`config.mk`:
```
export PLATFORM = sky130hd
export DESIGN_NAME = down_counter4bit
export DESIGN_NICKNAME = d
export VERILOG_FILES = /design/src/rtl/down_counter4bit.sv
export SDC_FILE = /design/constraint.sdc
export NUM_CORES = 1
export LEC_CHECK = 0
export ABC_AREA = 1
export CORE_MARGIN = 1.5
export CORE_UTILIZATION = 38
export DETAILED_ROUTE_END_ITERATION = 16
export PLACE_DENSITY = 0.73
export SLEW_MARGIN = 20
export SYNTH_ARGS = -nofsm -noshare
export SYNTH_HDL_FRONTEND = slang
export SYNTH_SLANG_ARGS = --single-unit
```
`constraint.sdc`:
```
create_clock -name CLK -period 1.2 [get_ports CLK]
set_clock_uncertainty 0.05 [all_clocks]
set_input_delay 0.12 -clock CLK [delete_from_list [all_inputs] [get_ports CLK]]
set_output_delay 0.12 -clock CLK [all_outputs]
set_load 0.01 [all_outputs]
```
`src/rtl/down_counter4bit.sv`:
```
// Loadable down counter with borrow chain, wrap/one-shot modes and a sticky DONE flag.
// Optional macro DOWN_CNT_AUTORELOAD_EN: wrap reloads from the last loaded value instead of all-ones.
module down_counter4bit #(
  parameter int unsigned          WIDTH   = 4,
  parameter logic [WIDTH-1:0]     RST_VAL = {WIDTH{1'b1}}
) (
  input  logic             CLK,
  input  logic             RST,
  input  logic             LOAD,
  input  logic [WIDTH-1:0] D,
  input  logic             EN,
  input  logic             BI,
  input  logic             MODE,
  output logic [WIDTH-1:0] Q,
  output logic [WIDTH-1:0] NQ,
  output logic             BO,
  output logic             ZERO,
  output logic             DONE
);

  typedef enum logic [1:0] {
    S_IDLE    = 2'd0,
    S_RUN     = 2'd1,
    S_EXPIRED = 2'd2
  } state_t;

  state_t           r_state;
  logic [WIDTH-1:0] r_q;
  logic [WIDTH-1:0] r_nq;
  logic             r_done;
  logic             w_ce;
  logic             w_zero;
  logic             w_d_zero;
  logic [WIDTH-1:0] w_q_dec;
  logic [WIDTH-1:0] w_wrap;

  assign w_ce     = EN & BI;
  assign w_zero   = (r_q == {WIDTH{1'b0}});
  assign w_d_zero = (D == {WIDTH{1'b0}});
  assign w_q_dec  = r_q - {{(WIDTH-1){1'b0}}, 1'b1};

`ifdef DOWN_CNT_AUTORELOAD_EN
  logic [WIDTH-1:0] r_rld;

  // Reload register tracks the most recent parallel load.
  always_ff @(posedge CLK) begin
    if (RST) begin
      r_rld <= RST_VAL;
    end else if (LOAD) begin
      r_rld <= D;
    end
  end

  assign w_wrap = r_rld;
`else
  assign w_wrap = {WIDTH{1'b1}};
`endif

  // Counter FSM: reset, then load, then count enable, else hold.
  always_ff @(posedge CLK) begin
    if (RST) begin
      r_q     <= RST_VAL;
      r_nq    <= ~RST_VAL;
      r_done  <= 1'b0;
      r_state <= S_IDLE;
    end else if (LOAD) begin
      r_q     <= D;
      r_nq    <= ~D;
      r_done  <= w_d_zero;
      r_state <= w_d_zero ? S_EXPIRED : S_RUN;
    end else if (w_ce) begin
      case (r_state)
        S_IDLE, S_RUN: begin
          r_state <= S_RUN;
          if (!w_zero) begin
            r_q  <= w_q_dec;
            r_nq <= ~w_q_dec;
          end else if (!MODE) begin
            r_q  <= w_wrap;
            r_nq <= ~w_wrap;
          end else begin
            // One-shot expires when the zero count is consumed, not on reaching it.
            r_state <= S_EXPIRED;
            r_done  <= 1'b1;
          end
        end
        S_EXPIRED: begin
          r_state <= S_EXPIRED;
        end
        default: begin
          r_state <= S_IDLE;
        end
      endcase
    end
  end

  assign Q    = r_q;
  assign NQ   = r_nq;
  assign DONE = r_done;
  assign ZERO = w_zero;
  assign BO   = w_ce & w_zero & ~(MODE & (r_state == S_EXPIRED));

endmodule

```
==> impl_summary.md, run 1 <==
Setup path
The startpoint type of the worst setup path is a register. The sort of element at the end of the critical path is an output pin. The critical path class is reg2out. The worst-path maximum fanout is 2. For the worst setup path, the data required time is between 1 and 1.5 ns. Setup slack on the worst reg-to-reg path comes out at -0.21 ns. Data arrives at the worst endpoint at 1.26 ns.

Place
Timing analysis after detailed placement gives a worst setup slack of -0.5534 ns. The final weighted congestion of routability-driven global placement is 0.8247. The placed instance area is 960.9 sq um. During placement, the flow inserted port buffers numbering 20.

Summed over all nets, the half-perimeter wirelength after detailed placement is approximately 1300 um.

Die
The area of the die is between 1500 and 2000 sq um. From left edge to right edge, the die measures 42.63 um. Row generation in the floorplan step produced 14 rows. Pin placement for this block handled 21 I/O pins. The core footprint is between 1000 and 1500 sq um. The starting utilization of the core area is between 40% and 50%. The vertical die dimension is between 40 and 50 um.

Final layout
Compared with the post-synthesis result, the final layout area differs by 98.74%. In the final design database the tool counted around 150 nets. The utilization after layout is 79.66%.

The antenna diode count is 0. The post-route cell area is around 1200 sq um. Cells with a size suffix above 1 make up 50.38% of the layout.

Synthesis
Sequential elements use about 37% of the synthesized area. Averaged over all synthesized cells, the footprint is roughly 7 sq um. When the netlist entered floorplanning its net count stood at 97. The Yosys warning count is 0. The synthesized area is approximately 600 sq um. After synthesis the netlist holds a flip-flop and latch count of 11.

The proportion of netlist area held by the largest area contributor is between 30% and 40%. The number of library cell types mapped by synthesis is 19. The number of cells produced by synthesis is 85. The library cell occupying the most area in the post-synthesis netlist is dfxtp_1. Ranked by total cell area, the synthesized netlist is headed by dfxtp_1, nand2_1, nor2_1.

Power and ir drop
The power per unit of standard cell area is 856.4 nW/um^2. For this design the static power due to leakage is between 0.5 and 0.6 nW. The internal cell power is about 690 uW.

The part of the total power dissipated in the clock network is roughly 26%. Of the total power, combinational logic draws 33.4%. IR analysis of the VDD net gives a maximum drop of 0.8993 mV.

Of the total power, the share spent switching nets is roughly a third. The portion of total power attributed to sequential cells is approximately two fifths. The switching power of the nets is between 300 and 400 uW.

Drt
Dividing the detail-routed wire length by the instance count gives 14.10 um. The post-route DRC violation count is 0. The vias per cell is between 5 and 6. The routed layout has 792 vias.

After the first detailed-routing iteration, the DRC count stood at 13. For this block, the routed nets add up to roughly 2100 um of wire. The number of iterations in the first detailed-routing pass is 4. Once detail routing completed, the nets flagged for antenna violations numbered 0.

Clock network
The source-to-sink clock delay at the later pin of the worst-skew pair is roughly 0.27 ns. The CTS tree is built. The sink count of the clock tree is 11. No sink is reached through more buffers than the 2 on the longest clock path. Clock tree synthesis selected as its root buffer the cell clkbuf_4.

Clock-pin slew was measured on the worst setup and hold paths at 0.07 ns. The H-tree depth is 1. Buffers inserted during clock tree synthesis total 3.

Timing
For the pin with the worst max-slew slack, the measured transition is about 0.35 ns. Hold is met by roughly 0.43 ns. Across all setup checks in the final design, the least slack found is -0.2331 ns. Setup repair after global routing could not meet its margin everywhere. In this run the tightest slew margin relative to its limit is 76.54%. Timing would allow up to ~0.70 GHz.

The routed design could run at a clock period as short as 1.433 ns. The count of endpoints failing hold in the final timing report was 0. The post-route clock period utilization is 119.4%.

For the final routed database, the setup TNS stands at -2.194 ns. The final count of negative-setup-slack endpoints is 13. The final count of pins violating max slew was 0.

Global routing
The via count of the first global-routing pass was about 790. Global routing used between 20% and 30% of the available tracks. The initial antenna violation count is 0. Entering global routing, the biggest net connects 8 pins. Summed over all layers, the global routing overflow is 0. The wire length of the first global-routing pass is ~3300 um.

Outcome
The flow ran to the end, but the final reports show violations. The final reports fail on negative setup slack.

Job
The max-cap violation count is 0.

Worst hold path
The tightest min-delay check is of the reg2reg type.
## final cells by class
class	count	area (sq um)
Multi-Input combinational cell	65	494.2
Timing Repair Buffer	44	379.1
Fill cell	113	302.8
Sequential cell	11	225.2
Inverter	9	41.29
Clock buffer	4	26.28
Tap cell	16	20.02
## state kept, by name, summed over array words and instances, names as in the netlist
register,cells
r_state,2
Q,4
NQ,4
DONE,1
## worst max-delay path: stages (launching register included)
cell      delay, ns
dfxtp_2        0.32
inv_2          0.07
ha_4           0.15
nand2_4        0.05
a311oi_2       0.21
buf_2          0.19
## final timing paths
kind,startpoint,endpoint,cells after the start
min,NQ[2],NQ[2],2
max,Q[0],BO,5
max reg2reg,Q[0],NQ[3],10
min reg2reg,NQ[2],NQ[2],2
## kinds of logic (layout without fill, tap and decap cells)
family,Yosys count,in the layout,share of synthesized area (%)
flip-flops,11,11,36.90
AND/OR/NAND/NOR,46,47,34.59
adder cells (fa/ha/maj),2,2,4.192
buffers and inverters,10,57,8.386
AO/OA/AOI/OAI,16,16,15.93
## cell usage in the layout (no fill, tap or decap), drive strengths merged
cell type      Yosys  routed
buf                1      27
nand2             24      25
nor2              12      12
dfxtp             11      11
clkdlybuf4s50      0       9
inv                9       9
a21oi              8       8
nand3              7       7
dlygate4sd2        0       6
clkbuf             0       4
o21ai              4       4
o211ai             3       3
nand4              2       2
ha                 2       2
clkdlybuf4s15      0       2
a311oi             1       1
or2                1       1
## power groups by stage
stage | logic (mW) | clock network (mW) | registers [mW]
final | 0.339 | 0.261 | 0.415
after global routing | 0.365 | 0.285 | 0.418
after CTS | 0.319 | 0.262 | 0.414
after detailed placement | 0.277 | 0 | 0.419
after global placement | 0.273 | 0 | 0.418
after floorplan | 0.105 | 0 | 0.434
## what timing repair did
item | 4_1_cts | 5_1_grt
pin swaps | 13 | 9
cloned | 1 | 0
resized for setup | 55 | 12
setup endpoints to repair | 21 | 15
setup buffers | 6 | 5
hold buffers | 0 | 0
## through the flow
| step | total power, mW | cells |
|---|---|---|
| floorplan | 0.5390 | 85 |
| global placement | 0.6908 | 139 |
| detailed placement | 0.6957 | 139 |
| CTS | 0.9943 | 147 |
| global route | 1.068 | 149 |
| finish | 1.016 | 149 |
## layer usage
| metal | track usage [%] | share of wire [%] | vias up |
|---|---|---|---|
| met4 | 13.13 | 3.7 | 0 |
| met1 | 27.44 | 38 | 366 |
| met2 | 42.12 | 53 | 33 |
| met3 | 4.310 | 4.8 | 10 |
| li1 | - | - | 383 |
| met5 | 0 | 0 | - |
## synthesized netlist by cell type
| master | count |
|---|---|
| a21oi_1 | 7 |
| a21oi_2 | 1 |
| a311oi_1 | 1 |
| buf_6 | 1 |
| dfxtp_1 | 11 |
| ha_1 | 2 |
| inv_1 | 8 |
| inv_6 | 1 |
| nand2_1 | 21 |
| nand2_2 | 2 |
| nand2_4 | 1 |
| nand3_1 | 7 |
| nand4_1 | 2 |
| nor2_1 | 10 |
| nor2_2 | 2 |
| o211ai_1 | 3 |
| o21ai_0 | 3 |
| o21ai_1 | 1 |
| or2_1 | 1 |
(Power assumes the default switching activity.)
==> run 2, diff against run 1 <==
- GPL_TIMING_DRIVEN: unset -> 0
==> impl_summary.md, run 2 (synthesis results as in run 1) <==
Setup path
Walking the worst path, the cells encountered are inv_4 -> ha_4 -> nand2_4 -> a311oi_2 -> buf_2. At the worst endpoint, the arrival time is 1.29 ns. The sort of element at the end of the critical path is an output pin. Along the worst path, the maximum fanout reaches 2.

The kind of cell adding the most delay to the critical path is flip-flops. The startpoint type of the worst setup path is a register. The data required time of the critical path is 1.03 ns.

The worst setup path is of the reg2out kind. The total buffers and inverters traversed by the critical path is 2. The highest cell delay on the worst timing path is between 0.3 and 0.4 ns. The slowest stage cell on the critical path is dfxtp_4. Across all register-to-register paths, the minimum setup slack is -0.18 ns.

Timing
The worst-case setup margin in the final layout is -0.2561 ns. In the final timing run, aggregate negative setup slack is -1.919 ns. The clock period minus final worst setup slack is between 1 and 1.5 ns. The worst slew margin relative to its limit is between 70% and 80%. The final critical path takes up 121.3% of the cycle. The count of endpoints failing hold in the final timing report came to 0.

The final count of pins violating max slew was 0. For this run, the top clock speed supported by timing is around 0.69 GHz. The tightest hold path in the finished design has a slack of about 0.11 ns. The slew of the pin with the lowest slew margin is between 0.3 and 0.4 ns. Setup repair after global routing could not meet its margin everywhere. Setup violations remaining at the end of the flow were counted as 13.

Clock network
The maximum clock insertion buffer count is 2. CTS built an H-tree with a depth of 1. TritonCTS built the clock tree. The source-to-sink clock delay at the later pin of the worst-skew pair is ~0.28 ns. Clock-pin slew was measured on the worst setup and hold paths at ~0.08 ns.

The clock root buffer is clkbuf_4. Counting the buffers created by CTS gives 3. Hold repair after CTS inserted 0 buffers. The sink count of the clock tree is 11.

Drt
Once detail routing completed, the nets flagged for antenna violations numbered 0. Dividing the detail-routed wire length by the instance count gives ~14 um. For this block, the routed nets add up to between 1500 and 2000 um of wire. The number of iterations in the first detailed-routing pass is 4. The post-route DRC violation count is 0. The vias after detailed routing is 734. The detailed router finished its first iteration with 15 violations.

Using the TritonRoute via totals, the vias-per-cell ratio works out to roughly 5.5.

Power and ir drop
IR analysis of the VDD net gives a maximum drop of 0.6898 mV. The power per unit of standard cell area is between 900 and 1000 nW/um^2. In this run the static leakage power is approximately 0.47 nW. After layout, the design draws a total of 972.3 uW.

Final layout
The signed area change from the synthesized netlist to the final layout is 71.70%. The layout cell share with drive strength beyond 1 is between 30% and 40%. The post-route non-filler standard cell count is 133.

The net count reported at finish is 130. The library cell used most frequently in the layout, excluding fill and tap cells, is nand2_1. Leaving out fill and tap cells, the most frequent cells in the layout are nand2_1, clkdlybuf4s50_1, dfxtp_1, nor2_1.

The total of fill cells in the finished design is 113. The antenna diode count is 0.

Global routing
The initial antenna violation count is 0. The total routing resource utilization after global routing is a little under a quarter. Entering global routing, the biggest net connects 11 pins. The remaining global-route overflow is 0. The wire length of the first global-routing pass is approximately 3100 um.

The via count of the first global-routing pass came to 722.

Die
The core footprint is 1489 sq um. The starting utilization of the core area is between 40% and 50%. The vertical die dimension is 42.63 um. The area of the die is ~1800 sq um. During I/O placement, the number of pins put on the boundary was 21.

Row generation in the floorplan step produced 14 rows. The die is 42.63 um wide.

Place
The placed wire-length estimate is 1113 um. The pre-CTS setup slack is -0.5939 ns. The congestion estimate from routability-driven global placement came to 0.8236. The count of buffers added on input and output ports is 19. Once placement completed, the tool counted placed cells totaling 120.

Outcome
The flow ran to the end, but the final reports show violations. The final reports fail on negative setup slack.

Worst hold path
The path class of the lowest-slack min-delay path is in2reg.

Job
Across the run, the number of max-cap violations was 0.
## run 2: changes by cell type in the layout (fill, tap and decap cells not counted), moves of 2 or more
cell / change
dfxtp_2: -2
nand2_2: -2
nor2_1: +2
nand2_1: +2
buf_4: -14
## run 2: where the power goes
| part | switching, mW | internal (mW) |
|---|---|---|
| clock network | 0.142 | 0.129 |
| logic | 0.152 | 0.129 |
| registers | 0.0258 | 0.395 |
| total | 0.319 | 0.653 |
## run 2: path summary, 6_finish.rpt
kind / from / endpoint / cells after the start
max: Q[0] / BO / 5
min: LOAD / DONE / 3
max reg2reg: Q[0] / NQ[2] / 8
min reg2reg: NQ[2] / NQ[2] / 2
## run 2: cell type report
type	count	area [sq um]	share of cell area, %
clock buffer	4	26.28	2.564
buffer	1	11.26	1.099
tap	16	20.02	1.954
inverter	9	43.79	4.274
timing repair buffer	27	246.5	24.05
sequential	11	226.5	22.10
multi-input combinational	65	450.4	43.96
## run 2: repair_timing
item                                    CTS  global route
endpoints found under the setup margin   20            16
endpoints found under the hold margin     0             0
pin swaps                                 8             4
setup buffers                            10             0
gates resized for setup                  33            17
gates cloned                              1             0
## run 2: worst register-to-register path, delay by kind of cell, from the launching register on
kind                       cells  cell delay, ns
adders and majority gates      1            0.14
buffers and inverters          3            0.31
DFF                            1            0.37
AOI/OAI and AO/OA              1            0.13
and+or+nand+nor                3            0.32
## run 2: stage by stage
step                area [sq um]  util (%)
detailed placement         819.5     55.04
floorplan                  609.3         -
global route                1025     68.82
CTS                        978.4     65.71
global placement           819.5     55.04
finish                      1025     68.82
## run 2: routing by layer
metal	track usage, %	up-vias	wire (um)
li1	-	348	-
met1	22.02	345	717
met2	40.61	31	941
met3	6.466	10	126
met4	20.00	0	107
met5	0	-	0
==> run 3, diff against run 2 <==
- REMOVE_ABC_BUFFERS: unset -> 1
==> impl_summary.md, run 3 (synthesis results as in run 1) <==
Power and ir drop
The leakage power is ~0.47 nW. Dividing total power by cell area gives a power density of between 900 and 1000 nW/um^2. The portion of total power attributed to sequential cells is 43.6%.

For this design the total switching power over the nets is ~320 uW. The largest voltage drop on the vdd net is around 0.75 mV. The combinational share of power is 28.6%.

The switching fraction of total power is roughly 33%. Cell internal power was estimated by the tool at 645.1 uW. The share of total power dissipated in the clock network is between 20 and 30%.

Place
Timing analysis after detailed placement gives a worst setup slack of -0.5119 ns. After detailed placement, the total cell area comes to 805.8 sq um. In this run, placement finished with an instance count of 120. The congestion estimate from routability-driven global placement came to 0.8373. The number of input and output port buffers inserted is 20.

The wire-length estimate of the detail-placed layout is just over 1000 um.

Setup path
The worst setup path is launched from a register. Walking the worst path, the cells encountered are inv_2 -> ha_4 -> nand2_4 -> a311oi_2 -> buf_2. The worst-path maximum fanout is 2.

The launch point of the critical path is Q[1]. The critical path class is reg2out. The critical path contains buffers and inverters numbering 2 combined. The kind of cell adding the most delay to the critical path is flip-flops. Among all stages on the critical path, the largest delay is contributed by dfxtp_2. The highest cell delay on the worst timing path is roughly 0.33 ns. The worst register-to-register path begins at Q[0]. The sort of element at the end of the critical path is an output pin. The critical path arrival is ~1.2 ns. STA puts the critical path data required time at 1.03 ns.

Clock network
The CTS buffer count is 3. Clock tree synthesis found a total of 11 sinks. After clock tree synthesis, the clock-pin slew on the worst setup and hold paths is around 0.080 ns. The H-tree depth is 1. The number of hold buffers added after cts is 0. The CTS tree is built.

Clock latency on the worst-skew pair, taken at its later pin, is slightly below 0.3 ns. The longest clock path from root to sink contains 2 buffers. In this run the clock root is driven by a clkbuf_4.

Drt
The wire length reported by the detailed router is between 1500 and 2000 um. The vias per cell is 5.301. Dividing the detail-routed wire length by the instance count gives approximately 14 um. The post-route DRC violation count is 0. For this block, the initial DRC count from the detailed router was 12.

The vias after detailed routing is 705. The first TritonRoute pass finished after 4 iterations. The final antenna-violating net count is 0.

Final layout
The signed area change from the synthesized netlist to the final layout is 72.12%. The post-route non-filler standard cell count is 133. The library cells used most frequently in the layout, excluding fill and tap cells, are nand2_1, nor2_1, clkdlybuf4s50_1, dlygate4sd2_1, dfxtp_1. The antenna diode count is 0. The post-route cell area is about 1000 sq um. Once layout is complete, the utilization of the core stands at 68.99%. The net count reported at finish is 130. The post-route netlist has a little under two fifths of its cells at a drive strength greater than 1.

The most frequent standard cell in the layout excluding fill and tap cells is nand2_1.

Die
The starting utilization of the core area is approximately two fifths. The die is ~43 um tall. The core footprint is 1489 sq um. The floorplan die width is ~43 um. The number of cell rows is 14.

The die covers between 1500 and 2000 sq um. In this run the count of I/O pins placed on the die edge is 21.

Timing
Of the available clock period, the critical path in the final layout requires 116.2%. The count of endpoints failing hold in the final timing report is 0. The worst slew margin relative to its limit is about 64%. The final count of pins violating max slew is 0. The highest clock frequency the design can meet is roughly 0.72 GHz. After routing, the total negative slack on setup checks comes to -1.504 ns.

For the finished layout, the period the worst path requires is 1.394 ns. For the pin with the worst max-slew slack, the measured transition is roughly 0.54 ns. The final count of negative-setup-slack endpoints is 12. Setup repair after global routing could not meet its margin everywhere. In the post-route analysis, the smallest setup slack over all paths is -0.1945 ns.

Global routing
The total routing resource utilization after global routing is between 20% and 30%. The wire length of the first global-routing pass is 3091 um. The via count of the first global-routing pass is between 700 and 800. The initial antenna violation count is 0. Entering global routing, the biggest net connects 11 pins.

After global routing the overflow that remains totals 0.

Worst hold path
In this run the most critical hold path is launched from NQ[3]. The path class of the lowest-slack min-delay path is reg2reg.

Outcome
The final reports fail on negative setup slack. The flow ran to the end, but the final reports show violations.

Job
Max-cap violations in this run came to 0.
[run 3: changes by cell type in the layout (fill, tap and decap cells not counted), sizes merged]
cell	before	now
buf	11	10
clkbuf	4	3
clkinv	0	1
dlygate4sd2	6	8
clkdlybuf4s50	9	8
[run 3: cell type report]
class | instances | area [sq um]
timing repair buffer | 28 | 257.7
multi-input combinational | 65 | 452.9
clock buffer | 3 | 22.52
sequential | 11 | 225.2
tap | 16 | 20.02
clock inverter | 1 | 5.005
fill | 118 | 461.7
inverter | 9 | 43.79
[run 3: final timing paths]
kind              slack, ns  cells past startpoint  endpoint
setup / recovery      -0.19                      5        BO
hold / removal         0.44                      2     NQ[3]
setup reg to reg      -0.17                      9     NQ[2]
hold reg to reg        0.44                      2     NQ[3]
[run 3: power by group through the flow]
stage	clock, mW	sequential [mW]	combinational [mW]
2_1_floorplan	0	0.432	0.0947
3_3_place_gp	0	0.421	0.209
3_5_place_dp	0	0.422	0.211
4_1_cts	0.260	0.417	0.251
5_1_grt	0.281	0.424	0.301
6_report	0.269	0.420	0.276
[run 3: repair_timing]
action | in CTS | in global routing
buffers inserted | 7 | 1
endpoints found under the setup margin | 21 | 15
pin swaps | 9 | 9
resized for setup | 46 | 13
cloned | 1 | 0
[run 3: routing by layer]
layer / routed length (um) / global-route usage, % / vias up
li1: - / - / 349
met1: 714 / 22.57 / 322
met2: 927 / 40.00 / 25
met3: 95 / 4.741 / 9
met4: 86 / 22.50 / 0
met5: 0 / 0 / -
[run 3: tightest hold or removal path, cell delays in order (launching register included)]
cell and delay (ns):
dfxtp_1 0.32, nor2_1 0.09, nor2_1 0.05
[run 3: metrics by stage]
stage               hold WS, ns  power [mW]
floorplan                0.1324      0.5264
global placement         0.4115      0.6306
detailed placement       0.4222      0.6335
CTS                      0.4337      0.9267
global route             0.4775       1.007
finish                   0.4369      0.9644
